File: src/rtl/mem_port_arbiter_pkg.sv
// Shared definitions for the memory port arbiter: FSM state and grant encodings.
package mem_port_arbiter_pkg;

  typedef enum logic [1:0] {
    StIdle = 2'd0,
    StBusy = 2'd1,
    StDone = 2'd2
  } state_e;

  typedef enum logic {
    GntInst = 1'b0,
    GntData = 1'b1
  } grant_e;

endpackage

File: src/rtl/mem_port_arbiter_if.sv
// Bundle of the fetch, data and memory-side handshakes of mem_port_arbiter.
//   slave  : arbiter view (requests and memory response in; ready/data/memory request out)
//   master : environment view (requesters plus memory model)
interface mem_port_arbiter_if #(
  parameter int unsigned WORD_SIZE  = 16,
  parameter int unsigned ADDR_WIDTH = 16
);
  logic                  i_req;
  logic [ADDR_WIDTH-1:0] i_addr;
  logic                  i_ready;
  logic [WORD_SIZE-1:0]  i_data;
  logic                  d_req;
  logic                  d_we;
  logic [ADDR_WIDTH-1:0] d_addr;
  logic [WORD_SIZE-1:0]  d_wdata;
  logic                  d_ready;
  logic [WORD_SIZE-1:0]  d_rdata;
  logic                  m_req;
  logic                  m_we;
  logic [ADDR_WIDTH-1:0] m_addr;
  logic [WORD_SIZE-1:0]  m_wdata;
  logic [WORD_SIZE-1:0]  m_rdata;
  logic                  m_ack;

  modport slave (
    input  i_req, i_addr, d_req, d_we, d_addr, d_wdata, m_rdata, m_ack,
    output i_ready, i_data, d_ready, d_rdata, m_req, m_we, m_addr, m_wdata
  );

  modport master (
    output i_req, i_addr, d_req, d_we, d_addr, d_wdata, m_rdata, m_ack,
    input  i_ready, i_data, d_ready, d_rdata, m_req, m_we, m_addr, m_wdata
  );
endinterface

File: src/rtl/mem_port_arbiter_arb_pick.sv
// Combinational two-way round-robin picker.
//   i_req_i, d_req_i : pending requests
//   last_grant_i     : requester granted most recently
//   valid_o          : at least one request pending
//   winner_o         : chosen requester (meaningful only when valid_o)
module arb_pick
  import mem_port_arbiter_pkg::*;
(
  input  logic   i_req_i,
  input  logic   d_req_i,
  input  grant_e last_grant_i,
  output logic   valid_o,
  output grant_e winner_o
);

  always_comb begin
    valid_o  = i_req_i | d_req_i;
    winner_o = GntInst;
    if (i_req_i && d_req_i) begin
      // Contention: hand the port to whoever did not have it last.
      winner_o = (last_grant_i == GntInst) ? GntData : GntInst;
    end else if (d_req_i) begin
      winner_o = GntData;
    end
  end

endmodule

File: src/rtl/mem_port_arbiter.sv
// Shares one memory port between instruction fetch and data access, one transaction at a time.
//   clk, reset_n : clock and asynchronous active-low reset
//   bus          : fetch/data request handshakes and the registered memory-side request
module mem_port_arbiter
  import mem_port_arbiter_pkg::*;
#(
  parameter int unsigned WORD_SIZE  = 16,
  parameter int unsigned ADDR_WIDTH = 16
) (
  input logic               clk,
  input logic               reset_n,
  mem_port_arbiter_if.slave bus
);

  state_e                state_q, state_d;
  grant_e                grant_q, grant_d;
  grant_e                last_grant_q, last_grant_d;
  logic                  m_req_q, m_req_d;
  logic                  m_we_q, m_we_d;
  logic [ADDR_WIDTH-1:0] m_addr_q, m_addr_d;
  logic [WORD_SIZE-1:0]  m_wdata_q, m_wdata_d;
  logic                  i_ready_q, i_ready_d;
  logic                  d_ready_q, d_ready_d;
  logic [WORD_SIZE-1:0]  i_data_q, i_data_d;
  logic [WORD_SIZE-1:0]  d_rdata_q, d_rdata_d;

  logic   pick_valid;
  grant_e pick_winner;

  arb_pick u_arb_pick (
    .i_req_i      (bus.i_req),
    .d_req_i      (bus.d_req),
    .last_grant_i (last_grant_q),
    .valid_o      (pick_valid),
    .winner_o     (pick_winner)
  );

  always_comb begin
    state_d      = state_q;
    grant_d      = grant_q;
    last_grant_d = last_grant_q;
    m_req_d      = m_req_q;
    m_we_d       = m_we_q;
    m_addr_d     = m_addr_q;
    m_wdata_d    = m_wdata_q;
    i_data_d     = i_data_q;
    d_rdata_d    = d_rdata_q;
    // Ready is a pulse: only set on the edge into DONE, so it lives exactly one cycle.
    i_ready_d    = 1'b0;
    d_ready_d    = 1'b0;

    unique case (state_q)
      StIdle: begin
        if (pick_valid) begin
          grant_d      = pick_winner;
          last_grant_d = pick_winner;
          m_req_d      = 1'b1;
          m_addr_d     = (pick_winner == GntData) ? bus.d_addr : bus.i_addr;
          m_we_d       = (pick_winner == GntData) && bus.d_we;
          // Fetches leave the last write data on the bus untouched.
          m_wdata_d    = (pick_winner == GntData) ? bus.d_wdata : m_wdata_q;
          state_d      = StBusy;
        end
      end
      StBusy: begin
        if (bus.m_ack) begin
          m_req_d = 1'b0;
          m_we_d  = 1'b0;
          state_d = StDone;
          if (grant_q == GntInst) begin
            i_data_d  = bus.m_rdata;
            i_ready_d = 1'b1;
          end else begin
            d_ready_d = 1'b1;
            if (!m_we_q) begin
              d_rdata_d = bus.m_rdata;
            end
          end
        end
      end
      StDone: begin
        state_d = StIdle;
      end
      default: begin
        state_d = StIdle;
      end
    endcase
  end

  always_ff @(posedge clk or negedge reset_n) begin
    if (!reset_n) begin
      state_q      <= StIdle;
      grant_q      <= GntInst;
      last_grant_q <= GntInst;
      m_req_q      <= 1'b0;
      m_we_q       <= 1'b0;
      m_addr_q     <= '0;
      m_wdata_q    <= '0;
      i_ready_q    <= 1'b0;
      d_ready_q    <= 1'b0;
      i_data_q     <= '0;
      d_rdata_q    <= '0;
    end else begin
      state_q      <= state_d;
      grant_q      <= grant_d;
      last_grant_q <= last_grant_d;
      m_req_q      <= m_req_d;
      m_we_q       <= m_we_d;
      m_addr_q     <= m_addr_d;
      m_wdata_q    <= m_wdata_d;
      i_ready_q    <= i_ready_d;
      d_ready_q    <= d_ready_d;
      i_data_q     <= i_data_d;
      d_rdata_q    <= d_rdata_d;
    end
  end

  assign bus.m_req   = m_req_q;
  assign bus.m_we    = m_we_q;
  assign bus.m_addr  = m_addr_q;
  assign bus.m_wdata = m_wdata_q;
  assign bus.i_ready = i_ready_q;
  assign bus.i_data  = i_data_q;
  assign bus.d_ready = d_ready_q;
  assign bus.d_rdata = d_rdata_q;

endmodule

File: src/flat_wrapper.sv
// flat-port wrapper written by rule: the top's interface ports become plain ports
module mem_port_arbiter_flat import mem_port_arbiter_pkg::*;
#(
  parameter int unsigned WORD_SIZE  = 16,
  parameter int unsigned ADDR_WIDTH = 16
)
  (clk, reset_n, bus_i_req, bus_i_addr, bus_d_req, bus_d_we, bus_d_addr, bus_d_wdata, bus_m_rdata, bus_m_ack, bus_i_ready, bus_i_data, bus_d_ready, bus_d_rdata, bus_m_req, bus_m_we, bus_m_addr, bus_m_wdata);
  mem_port_arbiter_if #(.WORD_SIZE(WORD_SIZE), .ADDR_WIDTH(ADDR_WIDTH)) bus_i ();
  input logic clk;
  input logic reset_n;
  input wire logic [$bits(bus_i.i_req)-1:0] bus_i_req;
  input wire logic [$bits(bus_i.i_addr)-1:0] bus_i_addr;
  input wire logic [$bits(bus_i.d_req)-1:0] bus_d_req;
  input wire logic [$bits(bus_i.d_we)-1:0] bus_d_we;
  input wire logic [$bits(bus_i.d_addr)-1:0] bus_d_addr;
  input wire logic [$bits(bus_i.d_wdata)-1:0] bus_d_wdata;
  input wire logic [$bits(bus_i.m_rdata)-1:0] bus_m_rdata;
  input wire logic [$bits(bus_i.m_ack)-1:0] bus_m_ack;
  output wire logic [$bits(bus_i.i_ready)-1:0] bus_i_ready;
  output wire logic [$bits(bus_i.i_data)-1:0] bus_i_data;
  output wire logic [$bits(bus_i.d_ready)-1:0] bus_d_ready;
  output wire logic [$bits(bus_i.d_rdata)-1:0] bus_d_rdata;
  output wire logic [$bits(bus_i.m_req)-1:0] bus_m_req;
  output wire logic [$bits(bus_i.m_we)-1:0] bus_m_we;
  output wire logic [$bits(bus_i.m_addr)-1:0] bus_m_addr;
  output wire logic [$bits(bus_i.m_wdata)-1:0] bus_m_wdata;
  assign bus_i.i_req = bus_i_req;
  assign bus_i.i_addr = bus_i_addr;
  assign bus_i.d_req = bus_d_req;
  assign bus_i.d_we = bus_d_we;
  assign bus_i.d_addr = bus_d_addr;
  assign bus_i.d_wdata = bus_d_wdata;
  assign bus_i.m_rdata = bus_m_rdata;
  assign bus_i.m_ack = bus_m_ack;
  assign bus_i_ready = bus_i.i_ready;
  assign bus_i_data = bus_i.i_data;
  assign bus_d_ready = bus_i.d_ready;
  assign bus_d_rdata = bus_i.d_rdata;
  assign bus_m_req = bus_i.m_req;
  assign bus_m_we = bus_i.m_we;
  assign bus_m_addr = bus_i.m_addr;
  assign bus_m_wdata = bus_i.m_wdata;
  mem_port_arbiter #(.WORD_SIZE(WORD_SIZE), .ADDR_WIDTH(ADDR_WIDTH)) u_core (.clk(clk), .reset_n(reset_n), .bus(bus_i));
endmodule
File: config.mk
export PLATFORM = sky130hd
export DESIGN_NAME = mem_port_arbiter_flat
export DESIGN_NICKNAME = d
export VERILOG_FILES = /design/src/rtl/mem_port_arbiter_pkg.sv /design/src/rtl/mem_port_arbiter_if.sv /design/src/rtl/mem_port_arbiter_arb_pick.sv /design/src/rtl/mem_port_arbiter.sv /design/src/flat_wrapper.sv
export SDC_FILE = /design/constraint.sdc
export NUM_CORES = 1
export LEC_CHECK = 0
export ABC_AREA = 1
export BUFFER_PORTS_ARGS = -buffer_cell sky130_fd_sc_hd__buf_2
export CAP_MARGIN = 40
export CORE_UTILIZATION = 47
export DETAILED_ROUTE_END_ITERATION = 6
export PLACE_DENSITY = 0.8
export SLEW_MARGIN = 20
export SYNTH_ARGS = -nofsm -noshare
export SYNTH_HDL_FRONTEND = slang
export SYNTH_SLANG_ARGS = --single-unit
File: constraint.sdc
create_clock -name clk -period 1.4 [get_ports clk]
set_input_delay 0.14 -clock clk [delete_from_list [all_inputs] [get_ports clk]]
set_output_delay 0.14 -clock clk [all_outputs]
set_load 0.01 [all_outputs]
## Word level (Yosys, flattened, before mapping)

Index checks and enable logic that the tools add are counted.

- Word-level logic and storage cells: 43
- Input port bits: 70
- Bits in writable memories: 0
- Memories kept: 0
- ROM bits: 0
- Latch bits: 0
- Output and inout port bits: 68
- Bits in registers: 71

- Shifts and indexed selects: 0
- Eq/ne operators: 3
- Reduce and logical (&&, ||, !) cells: 10
- Add/sub/neg operators: 0
- Bitwise logic cells: 3
- Muxes and demuxes: 17
- $lt $le $gt $ge: 0
- $mul: 0
- Divide/modulo/power cells: 0

Operators with widths:

| kind | count |
|---|---|
| $mux W16 | 1 |
| $mux W1 | 11 |
| $reduce_and A3 Y1 | 3 |
| $mux W2 | 2 |
| $pmux W1 S2 | 2 |
| $pmux W2 S2 | 1 |
| $reduce_and A2 Y1 | 2 |
| $reduce_and A4 Y1 | 1 |
| $eq A2 B1 Y1 const B | 1 |
| $logic_and A1 B1 Y1 | 2 |
| $logic_not A2 Y1 | 1 |
| $ne A2 B1 Y1 const B | 1 |
| $ne A2 B2 Y1 const B | 1 |
| $not A1 Y1 | 2 |
| $reduce_bool A2 Y1 | 1 |
| $or A1 B1 Y1 | 1 |

## Logic depth before layout (Yosys ltp)

Gate-level depths: netlist of the first run.

- Word-level depth: 5
- Mapped depth: 7
- Mapped depth without buffers: 6

## Modules after synthesis

A second synthesis of the first run with hierarchy kept.

- Cell total of the unflattened synthesis: 359
- Area total of the unflattened synthesis: 3005.4 um2

By module, submodules not included:

| module | area each (um2) | seq. area each (um2) | cells an instance | instances |
|---|---|---|---|---|
| mem_port_arbiter | 2990.4 | 1776.7 | 356 | 1 |
| arb_pick | 15.0 | 0.0 | 3 | 1 |

## Worst setup path after synthesis of the first run

Ideal clock, no wire load.

- Path type: register to register
- From: register u_core.grant_q (netlist name)
- To: register u_core.m_addr_q[10], in the netlist u_core.bus.m_addr[10]
- Period minus slack after synthesis: 1158 ps
- Library setup time: 118 ps
- Cell stages (with the launch flop): 6
- Arrival: 1041 ps
- Required time: 1282 ps
- Path slack: 242 ps
- Buffers on the path: 1
- Path through: dfrtp_1 > nand2_2 > clkbuf_1 > nand3_1 > nand3_1 > nand2_1

RTL lines:

| item | RTL line | text |
|---|---|---|
| to (signal assigned) | mem_port_arbiter.sv:109 | `m_addr_q <= m_addr_d;` |
| to (decl) | mem_port_arbiter.sv:20 | `logic [ADDR_WIDTH-1:0] m_addr_q, m_addr_d;` |

## Worst setup path in the final report of the first run

- From: register u_core.state_q[1]
- To: register u_core.d_rdata_q[3], in the netlist u_core.bus.d_rdata[3]

- Cells in the longest elaborated chain, start to end: 2

Ends and longest elaborated chain:

| item | RTL line | text |
|---|---|---|
| from (decl) | mem_port_arbiter.sv:15 | `state_e state_q, state_d;` |
| from (signal assigned) | mem_port_arbiter.sv:92 | `state_q <= StIdle;` |
| from (signal assigned) | mem_port_arbiter.sv:104 | `state_q <= state_d;` |
| $eq A2 B1 Y1 | mem_port_arbiter.sv:52 | `unique case (state_q)` |
| $reduce_and A4 Y1 (no line) | - |  |
| to (signal assigned) | mem_port_arbiter.sv:114 | `d_rdata_q <= d_rdata_d;` |
| to (decl) | mem_port_arbiter.sv:25 | `logic [WORD_SIZE-1:0] d_rdata_q, d_rdata_d;` |

No other way between the ends.
A chain may end at the register's enable or synchronous reset.

==> impl_metrics.json, run 1 <==
{
  "worstPathArrival_ps": 1540,
  "clockRootBuffer": "clkbuf_8",
  "critical_path_class": "flip-flop to flip-flop",
  "area_growth_pct": 32.41,
  "totalPowerFinal_mw": 8.689,
  "ir_worst_vdd_mv": 1.248,
  "gr-total-overflow": 0,
  "tightest_slew_ps": 370.3,
  "die_area_mm2": 0.006890,
  "cpPeakStageDelay_ps": 440,
  "die-width_um": 83.01,
  "fill_cells": 558,
  "wire_per_inst_um": 12.17,
  "final_antenna_net_count": 0,
  "cpMostUsedCell": "nand2_1",
  "rr_startpoint": "u_core.state_q[1]",
  "core-area_mm2": 0.006350,
  "period_needed_ps": 1271,
  "cp_max_fo": 16,
  "rrSetupSlack_ps": 130,
  "dp.final_hpwl_um": 5298,
  "antenna_found_initial": 0,
  "reg2reg_depth": 5,
  "avgSynthCellArea_um2": 8.225,
  "htree_levels": 3,
  "endpoint": "u_core.bus.d_rdata[3]",
  "synth_cells": 375,
  "finish.net_count": 590,
  "yosysWarningCount": 0,
  "maxSlewHeadroom": 0.7526,
  "cts_buffers": 9,
  "cp_slowest_cell": "dfrtp_1",
  "route.detailed.drc": 0,
  "timing.rr.end": "u_core.bus.d_rdata[3]",
  "ioPinCount": 138,
  "layout-drive-gt1-share": 0.3333,
  "grt_pass1_wl_um": 12520,
  "clkLatencyLatePin_ps": 340,
  "final_max_slew_viol_count": 0,
  "status": "complete, no violations",
  "fmax_ghz": 0.7866,
  "period_share": 0.9080,
  "vias": 2917,
  "diodes": 0,
  "max-cap-violations": 0,
  "die_h_um": 83.01,
  "timing.hold.ws_ps": 14.28,
  "drt_pass1_iterations": 4,
  "grt_start_max_net_pins": 72,
  "syn-num-nets": 445,
  "crit_chain": "inv_1 -> nand3_1 -> nor2_4 -> nand2_1 -> nand2_1",
  "rows": 29,
  "grt_pass1_vias": 2806,
  "hp-class": "input pin to flip-flop",
  "globalplace.congestion": 0.7740,
  "track_usage": 0.2251,
  "clockBufferDepth": 2,
  "setup_violations": 0,
  "seq_area_frac_synth": 0.5761,
  "fin_util": 0.6432,
  "min_from": "bus_m_rdata[8]",
  "cp.required_ps": 1670,
  "viasPerCell": 4.846,
  "path_clk_slew_ps": 70,
  "skew_ps": 9.295,
  "clock_sinks": 71,
  "dr.first_iter.drc_count": 139,
  "setup-tns-final_ps": 0,
  "p_per_area_mw_per_mm2": 2128,
  "synth_area_mm2": 0.003084,
  "synth_cell_types": 17,
  "hold_viol": 0,
  "initial_utilization": 0.4857,
  "end_kind": "flip-flop",
  "startpoint_type": "flip-flop",
  "crit_start": "u_core.state_q[1]",
  "synth.ff_latch_count": 71,
  "io_buffers": 137,
  "wirelength_um": 7327,
  "power_leakage_nw": 2.511,
  "cts_tree": "done",
  "rsz0062_at_grt": "false"
}
## report_power, final
group	total (mW)	switching (mW)	leakage, nW	internal [mW]
clock network	1.68	0.765	0.105	0.917
registers	3.55	0.549	0.884	3.00
logic	3.46	2.09	1.52	1.37
## critical path, delay by kind of cell, from the launching register on
family | cells | cell delay (ps)
buffers and inverters | 1 | 120
flip-flops | 1 | 440
AND/OR/NAND/NOR | 4 | 640
## cell usage after synthesis (all sizes together)
library cell  number  area share
dfrtp             71        0.58
o21ai              2      0.0032
buf               13       0.030
inv               39       0.048
nand3             51       0.083
nor2               7       0.019
clkbuf             1      0.0012
nand2            191        0.24
## registers in the layout, indices dropped and copies added (netlist names)
| name | flops |
|---|---|
| u_core.state_q | 2 |
| u_core.bus.m_wdata | 16 |
| u_core.grant_q | 1 |
| u_core.bus.m_we | 1 |
| u_core.bus.d_rdata | 16 |
| u_core.bus.m_addr | 16 |
| u_core.bus.i_ready | 1 |
| u_core.bus.d_ready | 1 |
| u_core.bus.m_req | 1 |
| u_core.bus.i_data | 16 |
## what timing repair did
item | in CTS | in global routing
endpoints found under the setup margin | 0 | 11
resized for setup | 0 | 1
hold buffers | 2 | 0
endpoints found under the hold margin | 72 | 0
setup buffers | 0 | 0
## kinds of logic after synthesis
kind of cell    count (synthesis)  synth area share
simple gates                  249            0.3416
flops                          71            0.5761
compound gates                  2          0.003242
buf+inv                        53           0.07911
## final cells by class
| cell class | instances | area, um^2 | share of cell area |
|---|---|---|---|
| clock buffer | 11 | 151.4 | 0.03707 |
| clock inverter | 5 | 56.30 | 0.01379 |
| inverter | 39 | 148.9 | 0.03646 |
| multi-input combinational | 251 | 1069 | 0.2616 |
| sequential | 71 | 1777 | 0.4350 |
| tap | 77 | 96.34 | 0.02359 |
| timing repair buffer | 148 | 785.8 | 0.1924 |
## how the worst min path moves through the flow
| stage | endpoint | slack [ps] | cells after the start |
|---|---|---|---|
| global route | u_core.bus.i_data[9] | 10 | 3 |
| finish | u_core.bus.i_data[8] | 10 | 3 |
| detailed placement | u_core.bus.i_data[5] | 200 | 2 |
| floorplan | u_core.bus.d_rdata[0] | -160 | 0 |
| CTS | u_core.bus.i_data[8] | 4 | 3 |
| global placement | u_core.bus.d_rdata[8] | 190 | 2 |
## layout by cell type (no fill, tap or decap), drive strengths merged
cell	instances
buf	146
bufinv	1
clkbuf	11
clkinv	3
clkinvlp	1
dfrtp	71
dlygate4sd3	2
inv	39
nand2	191
nand3	51
nor2	7
o21ai	2
## per-stage QoR
| step | cell area (um^2) | setup WS [ps] | std cells |
|---|---|---|---|
| floorplan | 3084 | 241.7 | 375 |
| global placement | 3851 | 190.7 | 584 |
| detailed placement | 3851 | 131.7 | 584 |
| CTS | 4079 | 114.8 | 602 |
| global route | 4084 | 15.55 | 602 |
| finish | 4084 | 128.8 | 602 |
## metal layers
layer	wire [um]	vias to the layer above	global-route usage
met5	0	-	0
met4	60	0	0.08464
li1	-	1425	-
met2	3494	126	0.3808
met3	514	8	0.04473
met1	3257	1358	0.2859
Note: power is estimated with default switching activity, not from simulation.
==> run 2, diff against run 1 <==
--- a/config.mk
+++ b/config.mk
@@ -10,6 +10,7 @@
 export CAP_MARGIN = 40
 export CORE_UTILIZATION = 47
 export DETAILED_ROUTE_END_ITERATION = 6
+export HOLD_SLACK_MARGIN = 0.12
 export PLACE_DENSITY = 0.8
 export SLEW_MARGIN = 20
 export SYNTH_ARGS = -nofsm -noshare
==> impl_metrics.json, run 2 (synthesis results as in run 1) <==
{
  "power_leakage_nw": 2.708,
  "htree_levels": 3,
  "fin_util": 0.7172,
  "die_h_um": 83.01,
  "layout_commonest_cell": "nand2_1",
  "initial_utilization": 0.4857,
  "max-cap-violations": 0,
  "viasPerCell": 4.824,
  "rows": 29,
  "ioPinCount": 138,
  "rsz0062_at_grt": "false",
  "postCtsSetupBuffers": 0,
  "finish.net_count": 637,
  "track_usage": 0.2552,
  "diodes": 0,
  "grt_pass1_vias": 3193,
  "antenna_found_initial": 0,
  "cp_max_fo": 16,
  "hold_viol": 0,
  "crit_start": "u_core.state_q[1]",
  "endpoint": "u_core.bus.d_rdata[3]",
  "setup_violations": 0,
  "wirelength_um": 8444,
  "worstPathArrival_ps": 1540,
  "cpMostUsedCell": "nand2_1",
  "clkLatencyLatePin_ps": 340,
  "crit_chain": "inv_1 -> nand3_1 -> nor2_4 -> nand2_1 -> nand2_1",
  "tightest_slew_ps": 372.5,
  "area_growth_pct": 47.67,
  "rrSetupSlack_ps": 130,
  "die_area_mm2": 0.006890,
  "clockBufferDepth": 2,
  "startpoint_type": "flip-flop",
  "timing.rr.end": "u_core.bus.d_rdata[3]",
  "critical_path_class": "flip-flop to flip-flop",
  "rr_startpoint": "u_core.state_q[1]",
  "period_share": 0.9068,
  "core-area_mm2": 0.006350,
  "cp_slowest_cell": "dfrtp_1",
  "final_area_mm2": 0.004554,
  "place_area_mm2": 0.003851,
  "dp.final_hpwl_um": 5298,
  "gr-total-overflow": 0,
  "grt_start_max_net_pins": 72,
  "final_max_slew_viol_count": 0,
  "fmax_ghz": 0.7877,
  "path_clk_slew_ps": 80,
  "layout-drive-gt1-share": 0.3059,
  "dr.first_iter.drc_count": 134,
  "cts_buffers": 9,
  "mostFrequentLayoutCells": "nand2_1, buf_2, dfrtp_1",
  "vias": 3131,
  "skew_ps": 6.190,
  "hp-class": "input pin to flip-flop",
  "die-width_um": 83.01,
  "met1Wirelength_um": 3572,
  "globalplace.congestion": 0.7740,
  "worst-path-stages": 5,
  "setup-tns-final_ps": 0,
  "dr_wl_met2_um": 4127,
  "status": "complete, no violations",
  "drt_pass1_iterations": 4,
  "grt_pass1_wl_um": 14160,
  "maxSlewHeadroom": 0.7511,
  "cp.required_ps": 1670,
  "cts_tree": "done",
  "end_kind": "flip-flop",
  "p_per_area_mw_per_mm2": 1943,
  "route.detailed.drc": 0,
  "io_buffers": 137,
  "totalPowerFinal_mw": 8.851,
  "clock_sinks": 71,
  "period_needed_ps": 1270,
  "topRoutingLayerUsed": "met4",
  "critical_path.top_delay_family": "simple AND/OR/NAND/NOR gates",
  "routed-wl-met3_um": 540,
  "clockRootBuffer": "clkbuf_8",
  "final_antenna_net_count": 0,
  "cp.buffers_inverters": 1,
  "reg2reg_depth": 5,
  "wire_per_inst_um": 13.01,
  "cpPeakStageDelay_ps": 440,
  "ir_worst_vdd_mv": 1.199
}
-- run 2: cell types whose count changed in the layout (fill, tap and decap cells not counted), sizes merged --
cell,previous run,this run
dlygate4sd3,2,49
-- run 2: timing repair --
action / CTS / global route
endpoints found under the hold margin: 136 / 0
hold buffers: 49 / 0
gates resized for setup: 0 / 1
endpoints found under the setup margin: 0 / 11
-- run 2: metal layers --
metal  up-vias  global-route usage
li1       1520                   -
met2       141              0.4344
met4         0              0.1270
met1      1446              0.3066
met3        24             0.05368
met5         -                   0
-- run 2: how the worst min path moves through the flow --
stage,startpoint,to,slack (ps),cells past startpoint
after detailed placement,reset_n,u_core.bus.i_data[5],200,2
after global placement,reset_n,u_core.bus.d_rdata[8],190,2
after floorplan,reset_n,u_core.bus.d_rdata[0],-160,0
after CTS,bus_d_addr[9],u_core.bus.m_addr[9],120,5
after global routing,bus_i_addr[4],u_core.bus.m_addr[4],150,5
final,bus_d_addr[0],u_core.bus.m_addr[0],130,5
-- run 2: layout make-up --
cell class / instances / area, um^2
Clock inverter: 5 / 56.30
Sequential cell: 71 / 1777
Inverter: 39 / 148.9
Clock buffer: 11 / 151.4
Fill cell: 483 / 1795
Multi-Input combinational cell: 251 / 1069
Timing Repair Buffer: 195 / 1256
Tap cell: 77 / 96.34
-- run 2: through the flow --
step / hold WS (ps) / setup slack [ps] / std cells
detailed placement: 200.0 / 131.7 / 584
global placement: 194.1 / 190.7 / 584
finish: 126.4 / 130.5 / 649
global route: 152.5 / 22.53 / 649
CTS: 122.5 / 114.8 / 649
floorplan: -155.6 / 241.7 / 375
-- run 2: report_power, final --
| part | switching (mW) | internal [mW] |
|---|---|---|
| Clock | 0.772 | 0.917 |
| Combinational | 2.14 | 1.46 |
| Sequential | 0.565 | 3.00 |
-- run 2: tightest hold or removal path: stages --
cell and delay (ps):
buf_2 70, inv_1 30, nand3_1 60, nand3_1 70
nand2_1 60
==> run 3, diff against run 2 <==
--- a/config.mk
+++ b/config.mk
@@ -11,7 +11,7 @@
 export CORE_UTILIZATION = 47
 export DETAILED_ROUTE_END_ITERATION = 6
 export HOLD_SLACK_MARGIN = 0.12
-export PLACE_DENSITY = 0.8
+export PLACE_DENSITY_LB_ADDON = 0.15
 export SLEW_MARGIN = 20
 export SYNTH_ARGS = -nofsm -noshare
 export SYNTH_HDL_FRONTEND = slang
==> impl_metrics.json, run 3 (synthesis results as in run 1) <==
{
  "status": "complete, no violations",
  "mostFrequentLayoutCells": "nand2_1, buf_2, dfrtp_1",
  "wire_per_inst_um": 12.08,
  "cp_slowest_cell": "dfrtp_1",
  "timing.hold.ws_ps": 129.8,
  "rrSetupSlack_ps": 160,
  "cp_max_fo": 18,
  "endpoint": "u_core.bus.m_wdata[6]",
  "cts_buffers": 9,
  "cp.required_ps": 1610,
  "dr.first_iter.drc_count": 131,
  "tightest_slew_ps": 371.9,
  "crit_start": "u_core.grant_q",
  "final_area_mm2": 0.004506,
  "core-area_mm2": 0.006350,
  "drt_pass1_iterations": 4,
  "rr_startpoint": "u_core.grant_q",
  "initial_utilization": 0.4857,
  "diodes": 0,
  "vias": 3028,
  "timing.rr.end": "u_core.bus.m_wdata[6]",
  "skew_ps": 7.758,
  "power_leakage_nw": 2.689,
  "die_area_mm2": 0.006890,
  "htree_levels": 3,
  "startpoint_type": "flip-flop",
  "finish.net_count": 637,
  "final_antenna_net_count": 0,
  "hp-class": "input pin to flip-flop",
  "period_needed_ps": 1243,
  "period_share": 0.8882,
  "fin_util": 0.7096,
  "critical_path_class": "flip-flop to flip-flop",
  "cpPeakStageDelay_ps": 430,
  "globalplace.congestion": 0.7462,
  "worstPathArrival_ps": 1460,
  "worst-path-stages": 6,
  "ir_worst_vdd_mv": 1.112,
  "rows": 29,
  "place_ws_ps": 104.5,
  "clock_sinks": 71,
  "layout_commonest_cell": "nand2_1",
  "place_area_mm2": 0.003851,
  "max-cap-violations": 0,
  "dp.final_hpwl_um": 5064,
  "grt_pass1_vias": 2904,
  "route.detailed.drc": 0,
  "track_usage": 0.2342,
  "critical_path.top_delay_family": "simple AND/OR/NAND/NOR gates",
  "clockBufferDepth": 2,
  "fmax_ghz": 0.8042,
  "grt_pass1_wl_um": 13070,
  "clockRootBuffer": "clkbuf_8",
  "layout-drive-gt1-share": 0.3065,
  "clkLatencyLatePin_ps": 320,
  "grt_start_max_net_pins": 72,
  "ioPinCount": 138,
  "path_clk_slew_ps": 70,
  "io_buffers": 137,
  "cts_tree": "done",
  "finalWorstSetupSlack_ps": 156.6,
  "setup-tns-final_ps": 0,
  "antenna_found_initial": 0,
  "hold_viol": 0,
  "viasPerCell": 4.673,
  "area_growth_pct": 46.09,
  "rsz0062_at_grt": "false",
  "setup_violations": 0,
  "cp.buffers_inverters": 1,
  "die_h_um": 83.01,
  "end_kind": "flip-flop",
  "maxSlewHeadroom": 0.7521,
  "p_per_area_mw_per_mm2": 1890,
  "wirelength_um": 7830,
  "final_max_slew_viol_count": 0,
  "crit_chain": "nand2_2 -> nand2_4 -> inv_4 -> nand2_4 -> nand2_1 -> nand2_1",
  "reg2reg_depth": 6,
  "die-width_um": 83.01,
  "gr-total-overflow": 0
}
-- run 3: worst reg2reg max path, delay by kind of cell (launching register included) --
family | cells | cell delay [ps]
buffers and inverters | 1 | 180
and+or+nand+nor | 5 | 520
DFF | 1 | 430
-- run 3: timing repair --
item,4_1_cts,5_1_grt
gates resized for setup,0,1
setup buffers,0,2
hold buffers,47,0
setup endpoints to repair,0,12
endpoints found under the hold margin,135,0
-- run 3: through the flow --
| stage | std cells | total power, mW |
|---|---|---|
| after CTS | 646 | 8.534 |
| after floorplan | 375 | 5.570 |
| after global routing | 648 | 9.181 |
| final | 648 | 8.514 |
| after global placement | 584 | 6.951 |
| after detailed placement | 584 | 7.031 |
-- run 3: layout make-up --
cell class                 count  area (um^2)
fill                         509         1844
multi-input combinational    251         1069
clock inverter                 4        22.52
sequential                    71         1777
inverter                      39        148.9
timing repair buffer         195         1251
clock buffer                  11        141.4
tap                           77        96.34
-- run 3: routing by layer --
layer  vias up  share of wire  GRT usage
met1      1386           0.45     0.3078
li1       1518              -          -
met3        10          0.059    0.05070
met2       114           0.48     0.3897
met4         0          0.013    0.07210
met5         -              0          0
-- run 3: worst min path at each step --
| stage | endpoint | from | depth (start not counted) | slack, ps |
|---|---|---|---|---|
| finish | u_core.bus.m_addr[4] | bus_i_addr[4] | 5 | 130 |
| global route | u_core.bus.m_addr[4] | bus_i_addr[4] | 5 | 140 |
| CTS | u_core.bus.m_addr[4] | bus_i_addr[4] | 5 | 120 |
| detailed placement | u_core.bus.d_rdata[2] | reset_n | 2 | 190 |
| global placement | u_core.bus.d_rdata[0] | reset_n | 2 | 190 |
| floorplan | u_core.bus.d_rdata[0] | reset_n | 0 | -160 |
-- run 3: power breakdown --
group	total, mW	switching, mW	internal [mW]
Clock	1.39	0.717	0.674
Sequential	3.54	0.537	3.00
Combinational	3.59	2.12	1.47
Total	8.51	3.37	5.14
